File: src/rtl/mem_arbiter.sv
// Two-port (fetch/data) arbiter and access sequencer for the single-ported memory model.
// Define MEM_ARB_RR_EN for round-robin arbitration; otherwise the data port has fixed priority.
module mem_arbiter #(
    parameter int LATENCY = 1
) (
    input  logic        clk,
    input  logic        reset_n,
    input  logic        if_req_valid,
    output logic        if_req_ready,
    input  logic [31:0] if_req_addr,
    output logic        if_rsp_valid,
    output logic [31:0] if_rsp_data,
    output logic        if_rsp_err,
    input  logic        d_req_valid,
    output logic        d_req_ready,
    input  logic        d_req_we,
    input  logic [31:0] d_req_addr,
    input  logic [31:0] d_req_wdata,
    output logic        d_rsp_valid,
    output logic [31:0] d_rsp_data,
    output logic        d_rsp_err,
    output logic        mem_we,
    output logic [31:0] mem_addr,
    output logic [31:0] mem_wdata,
    input  logic [31:0] mem_rdata,
    input  logic        mem_err,
    output logic        busy
);

    typedef enum logic [1:0] {
        IDLE   = 2'd0,
        ACCESS = 2'd1,
        RESP   = 2'd2
    } state_t;

    localparam logic [3:0] LAT_M1 = 4'(LATENCY - 1);

    state_t      state_r;
    logic [3:0]  cnt_r;
    logic        we_r;
    logic        port_d_r;
    logic        if_rsp_valid_r;
    logic [31:0] if_rsp_data_r;
    logic        if_rsp_err_r;
    logic        d_rsp_valid_r;
    logic [31:0] d_rsp_data_r;
    logic        d_rsp_err_r;
    logic        mem_we_r;
    logic [31:0] mem_addr_r;
    logic [31:0] mem_wdata_r;
    logic        busy_r;
`ifdef MEM_ARB_RR_EN
    logic        last_d_r;
`endif

    logic        grant_d_s;
    logic        grant_i_s;
    logic [31:0] sel_addr_s;
    logic [31:0] sel_wdata_s;
    logic        sel_we_s;

    // Grant selection; only possible while idle.
    always_comb begin
        grant_d_s = 1'b0;
        grant_i_s = 1'b0;
        if (state_r == IDLE) begin
`ifdef MEM_ARB_RR_EN
            if (d_req_valid && if_req_valid) begin
                grant_d_s = ~last_d_r;
                grant_i_s = last_d_r;
            end else begin
                grant_d_s = d_req_valid;
                grant_i_s = if_req_valid;
            end
`else
            grant_d_s = d_req_valid;
            grant_i_s = if_req_valid & ~d_req_valid;
`endif
        end else begin
            grant_d_s = 1'b0;
            grant_i_s = 1'b0;
        end
    end

    // Payload of the winning port; fetch is always a read.
    always_comb begin
        sel_addr_s  = 32'd0;
        sel_wdata_s = 32'd0;
        sel_we_s    = 1'b0;
        if (grant_d_s) begin
            sel_addr_s  = d_req_addr;
            sel_wdata_s = d_req_wdata;
            sel_we_s    = d_req_we;
        end else begin
            sel_addr_s  = if_req_addr;
            sel_wdata_s = 32'd0;
            sel_we_s    = 1'b0;
        end
    end

    // Request FSM with all memory and response outputs registered.
    always_ff @(posedge clk or negedge reset_n) begin
        if (!reset_n) begin
            state_r        <= IDLE;
            cnt_r          <= 4'd0;
            we_r           <= 1'b0;
            port_d_r       <= 1'b0;
            if_rsp_valid_r <= 1'b0;
            if_rsp_data_r  <= 32'd0;
            if_rsp_err_r   <= 1'b0;
            d_rsp_valid_r  <= 1'b0;
            d_rsp_data_r   <= 32'd0;
            d_rsp_err_r    <= 1'b0;
            mem_we_r       <= 1'b0;
            mem_addr_r     <= 32'd0;
            mem_wdata_r    <= 32'd0;
            busy_r         <= 1'b0;
`ifdef MEM_ARB_RR_EN
            last_d_r       <= 1'b0;
`endif
        end else begin
            if_rsp_valid_r <= 1'b0;
            if_rsp_data_r  <= 32'd0;
            if_rsp_err_r   <= 1'b0;
            d_rsp_valid_r  <= 1'b0;
            d_rsp_data_r   <= 32'd0;
            d_rsp_err_r    <= 1'b0;
            case (state_r)
                IDLE: begin
                    if (grant_d_s || grant_i_s) begin
                        port_d_r <= grant_d_s;
                        we_r     <= sel_we_s;
                        busy_r   <= 1'b1;
`ifdef MEM_ARB_RR_EN
                        last_d_r <= grant_d_s;
`endif
                        // Misaligned: answer with an error, never touch memory.
                        if (sel_addr_s[1:0] != 2'b00) begin
                            state_r <= RESP;
                            if (grant_d_s) begin
                                d_rsp_valid_r <= 1'b1;
                                d_rsp_err_r   <= 1'b1;
                            end else begin
                                if_rsp_valid_r <= 1'b1;
                                if_rsp_err_r   <= 1'b1;
                            end
                        end else begin
                            state_r     <= ACCESS;
                            cnt_r       <= LAT_M1;
                            mem_addr_r  <= sel_addr_s;
                            mem_wdata_r <= sel_wdata_s;
                            mem_we_r    <= sel_we_s && (LAT_M1 == 4'd0);
                        end
                    end else begin
                        busy_r <= 1'b0;
                    end
                end
                ACCESS: begin
                    if (cnt_r != 4'd0) begin
                        cnt_r    <= cnt_r - 4'd1;
                        mem_we_r <= we_r && (cnt_r == 4'd1);
                    end else begin
                        state_r     <= RESP;
                        mem_we_r    <= 1'b0;
                        mem_addr_r  <= 32'd0;
                        mem_wdata_r <= 32'd0;
                        if (port_d_r) begin
                            d_rsp_valid_r <= 1'b1;
                            d_rsp_data_r  <= we_r ? 32'd0 : mem_rdata;
                            d_rsp_err_r   <= mem_err;
                        end else begin
                            if_rsp_valid_r <= 1'b1;
                            if_rsp_data_r  <= mem_rdata;
                            if_rsp_err_r   <= mem_err;
                        end
                    end
                end
                RESP: begin
                    state_r <= IDLE;
                    busy_r  <= 1'b0;
                end
                default: begin
                    state_r     <= IDLE;
                    busy_r      <= 1'b0;
                    mem_we_r    <= 1'b0;
                    mem_addr_r  <= 32'd0;
                    mem_wdata_r <= 32'd0;
                end
            endcase
        end
    end

    assign if_req_ready = grant_i_s;
    assign d_req_ready  = grant_d_s;
    assign if_rsp_valid = if_rsp_valid_r;
    assign if_rsp_data  = if_rsp_data_r;
    assign if_rsp_err   = if_rsp_err_r;
    assign d_rsp_valid  = d_rsp_valid_r;
    assign d_rsp_data   = d_rsp_data_r;
    assign d_rsp_err    = d_rsp_err_r;
    assign mem_we       = mem_we_r;
    assign mem_addr     = mem_addr_r;
    assign mem_wdata    = mem_wdata_r;
    assign busy         = busy_r;

endmodule

File: config.mk
export PLATFORM = sky130hd
export DESIGN_NAME = mem_arbiter
export DESIGN_NICKNAME = d
export VERILOG_FILES = /design/src/rtl/mem_arbiter.sv
export SDC_FILE = /design/constraint.sdc
export NUM_CORES = 1
export LEC_CHECK = 0
export ABC_AREA = 1
export CORE_MARGIN = 2
export CORE_UTILIZATION = 38
export DETAILED_ROUTE_END_ITERATION = 10
export PLACE_DENSITY = 0.86
export SYNTH_ARGS = -nofsm -noshare
export SYNTH_HDL_FRONTEND = slang
export SYNTH_SLANG_ARGS = --single-unit
File: constraint.sdc
create_clock -name clk -period 1.7 [get_ports clk]
set_clock_uncertainty 0.15 [all_clocks]
set_input_delay 0.51 -clock clk [delete_from_list [all_inputs] [get_ports clk]]
set_output_delay 0.51 -clock clk [all_outputs]
set_load 0.02 [all_outputs]
==> summary.md <==
| Metric | Value |
|---|---|
| Outcome | finished, violations left |
| Violated checks | negative setup slack |
| Final total power | 15.72 mW |
| Time the final worst path needs with I/O delays and setup | 1.964 ns |
| Count of clock tree sinks | 142 |
| Post-detailed-route count of antenna-violating nets | 0 |
| Total gr overflow | 0 |
| Synth unique cells | 20 |
| Leak | 5.354 nW |
| Input/output buffers | 269 |
| Final Hold Vio Count | 0 |
| GRT Total Usage | 0.2188 |
| Worst hold slack | 0.3112 ns |
| Die span in x | 130.0 µm |
| Netlist area before placement | 0.006033 mm² |
| Total of endpoints with negative setup slack in the final report | 73 |
| Global-route wire length before repair | 28.61 mm |
| Rel. slew slack | 0.7399 |
| Net count, final | 1,151 |
| Initial antenna violation count | 0 |
| Highest Clock Rate | 0.5091 GHz |
| Type of element capturing the critical path | primary output |
| Final WL | 18.44 mm |
| Core Rows | 46 |
| GR Layer Usage met1 | 0.2570 |
| Launch instance of the worst register-to-register path | state_r[1] |
| Global Route met3 Usage | 0.06273 |
| Clock tree from TritonCTS | yes |
| Total die area | 0.01690 mm² |
| Met2 Use GR | 0.3754 |
| Setup slack of the worst register-to-register path | -0.24 ns |
| Classification of the worst-slack hold path | reg -> reg |
| Yosys warning total | 0 |
| Leading cell types by total area after synthesis | sky130_fd_sc_hd__dfrtp_1 59%, sky130_fd_sc_hd__nand2_1 11%, sky130_fd_sc_hd__nor2_1 9.3% |
| Most instantiated cells after synthesis | 172 x sky130_fd_sc_hd__nand2_1, 150 x sky130_fd_sc_hd__nor2_1, 142 x sky130_fd_sc_hd__dfrtp_1, 81 x sky130_fd_sc_hd__inv_1, 62 x sky130_fd_sc_hd__nand4_1 |
| Dpl cells | 1,202 |
| WL/cell | 14.83 µm |
| Worst setup slack after layout | -0.2642 ns |
| Max-Cap Viols | 0 |
| Final worst-path cycle share | 1.155 |
| Capture endpoint of the worst hold path | mem_addr[0] |
| Post-synthesis to final-layout area growth | 56.55% |
| Hold Path Stages | 2 |
| Most common cell in the netlist | sky130_fd_sc_hd__nand2_1 |
| Total clock buffers created by CTS | 17 |
| Top cell family by delay on the critical path | flip-flops |
| Worst endpoint data arrival time | 1.30 ns |
| Maximum buffer depth of the clock tree | 2 |
| Remaining routing DRC violations | 0 |
| Unrepaired setup endpoints after global routing | true |
| Crit Path Category | reg -> out |
| Number of search-and-repair iterations in the first detailed-routing pass | 5 |
| Post-synthesis register bit count | 142 |
| Source-to-sink clock delay at the later pin of the worst-skew pair | 0.41 ns |
| Worst-path cell chain | nor2_8 -> nand2_4 -> nor2_4 -> buf_6 |
| Vias post-DR | 5,843 |
| H-Tree Depth | 4 |
| Max-slew violation total from the final report | 0 |
| Post-synth net total | 849 |
| Final GP Congestion | 0.8389 |
| Worst reg-to-reg path cell count | 9 |
| Placeable core region | 0.01571 mm² |
| Pin count of the biggest net entering global routing | 41 |
| Diodes inserted | 0 |
| Post-synthesis async set-or-reset flop share | 1.000 |
| Cell count after synthesis | 712 |
| Die H | 130.0 µm |
| Post-Syn Area per Cell | 8.474 µm² |
| Final Instance Count excl. Fillers | 1,243 |
| Detail Placement HPWL | 13.22 mm |
| Hold wc startpoint | mem_addr[0] |
| Endpoint of the worst-slack reg-to-reg timing path | mem_addr[28] |
| Vias per cell | 4.701 |
| Critical path fanouts, max | 3 |
| Required time reported for the critical path endpoint | 1.04 ns |
| GRT busiest layer | met2 |
| Leading area contributor after synthesis | sky130_fd_sc_hd__dfrtp_1 |
| Most used DFF post-synth | sky130_fd_sc_hd__dfrtp_1 |
| Cell Area, Placed | 0.009334 mm² |
| Sequential element share of the synthesized area | 0.5890 |
| Fraction of final layout cells with drive strength greater than 1 | 0.2415 |
| Detailed router's first-iteration violation count | 268 |
| Worst path buffer plus inverter count | 1 |
| Root Buffer | sky130_fd_sc_hd__clkbuf_16 |
| Least-Margin Pin Slew | 0.3901 ns |
| Startpoint types | flip-flop |
| Fraction of synthesized cell area taken by the top area cell type | 0.5890 |
| Post-route standard cell area excluding fillers | 0.009445 mm² |
| Largest stage delay, worst path | 0.44 ns |
| Critical-path top delay cell | sky130_fd_sc_hd__dfrtp_2 |
| CTS clk-pin slew, worst paths | 0.06 ns |
| IO Pins | 270 |
| Vias in the first global route | 5,712 |
| Power per standard cell area | 1664 mW/mm² |
| Initial Utilization | 0.3840 |
| Logic depth of the worst path, buffers included | 4 |
| Maximum ir drop on the vdd rail | 867.6 µV |
| Count of flip-flops with a built-in enable after synthesis | 0 |
[layer usage]
layer	wire length, µm	share of wire	vias to the layer above
li1	-	-	2825
met1	7364	0.40	2735
met2	9359	0.51	251
met3	1273	0.069	32
met4	442	0.024	0
met5	0	0	-
[worst max path at each step]
stage	startpoint	endpoint
finish	state_r[1]	if_req_ready
global route	state_r[1]	if_req_ready
CTS	state_r[0]	if_req_ready
detailed placement	d_req_valid	d_req_ready
global placement	d_req_valid	d_req_ready
floorplan	d_req_valid	mem_addr[14]
[tightest hold or removal path: cells and delay by family (launching register included)]
family | cells | cell delay (ns)
DFF | 1 | 0.33
and+or+nand+nor | 1 | 0.05
buffers and inverters | 1 | 0.04
[metrics by stage]
step / setup slack [ns] / utilization / setup TNS, ns
floorplan: 0.01085 / - / 0
global placement: -0.8164 / 0.5940 / -49.05
detailed placement: -0.8566 / 0.5940 / -51.51
CTS: -0.2826 / 0.6028 / -14.13
global route: -0.3135 / 0.6011 / -19.15
finish: -0.2642 / 0.6011 / -14.03
[state kept, by name (all words and copies together) (netlist names), 2 cells and up]
register,flops
state_r,2
mem_wdata,32
mem_addr,32
cnt_r,4
d_rsp_data,32
if_rsp_data,32
[layout make-up]
type | count | area [µm²]
Clock buffer | 18 | 439.2
Clock inverter | 14 | 145.1
Fill cell | 1405 | 6267
Inverter | 82 | 310.3
Multi-Input combinational cell | 445 | 2041
Sequential cell | 142 | 3556
Tap cell | 216 | 270.3
Timing Repair Buffer | 326 | 2684
[cell families (layout without fill, tap and decap cells)]
family | count (synthesis) | in the layout | synth area share
adders and majority gates | 3 | 3 | 0.006222
and+or+nand+nor | 404 | 404 | 0.2899
xor gates and xnor gates | 1 | 1 | 0.001452
AOI/OAI and AO/OA | 37 | 37 | 0.03069
DFF | 142 | 142 | 0.5890
buffers and inverters | 125 | 440 | 0.08274
[repair_timing]
| item | in CTS | in global routing |
|---|---|---|
| hold endpoints to repair | 28 | 0 |
| pin swaps | 1 | 2 |
| gates cloned | 1 | 2 |
| setup buffers | 2 | 3 |
| endpoints found under the setup margin | 217 | 160 |
| hold buffers | 1 | 0 |
| resized for setup | 538 | 34 |
[cells in the final DEF, fill, tap and decap left out, drive strengths merged, types with 2 or more instances in the layout]
master         synthesis  layout
inv                   82      90
buf                   18     190
dfrtp                142     142
o21ai                 28      28
clkdlybuf4s50          0     130
dlygate4sd2            0       2
a21oi                  9       9
clkbuf                25      20
ha                     3       3
nand2                174     174
clkinvlp               0       3
clkinv                 0       2
nand3                 15      15
nand4                 62      62
nor2                 153     153
[report_power, final]
group / leakage [nW] / switching (mW) / internal (mW)
Combinational: 3.15 / 4.52 / 2.81
Clock: 0.279 / 1.54 / 2.10
Sequential: 1.92 / 0.448 / 4.29
(Power assumes the default switching activity.)
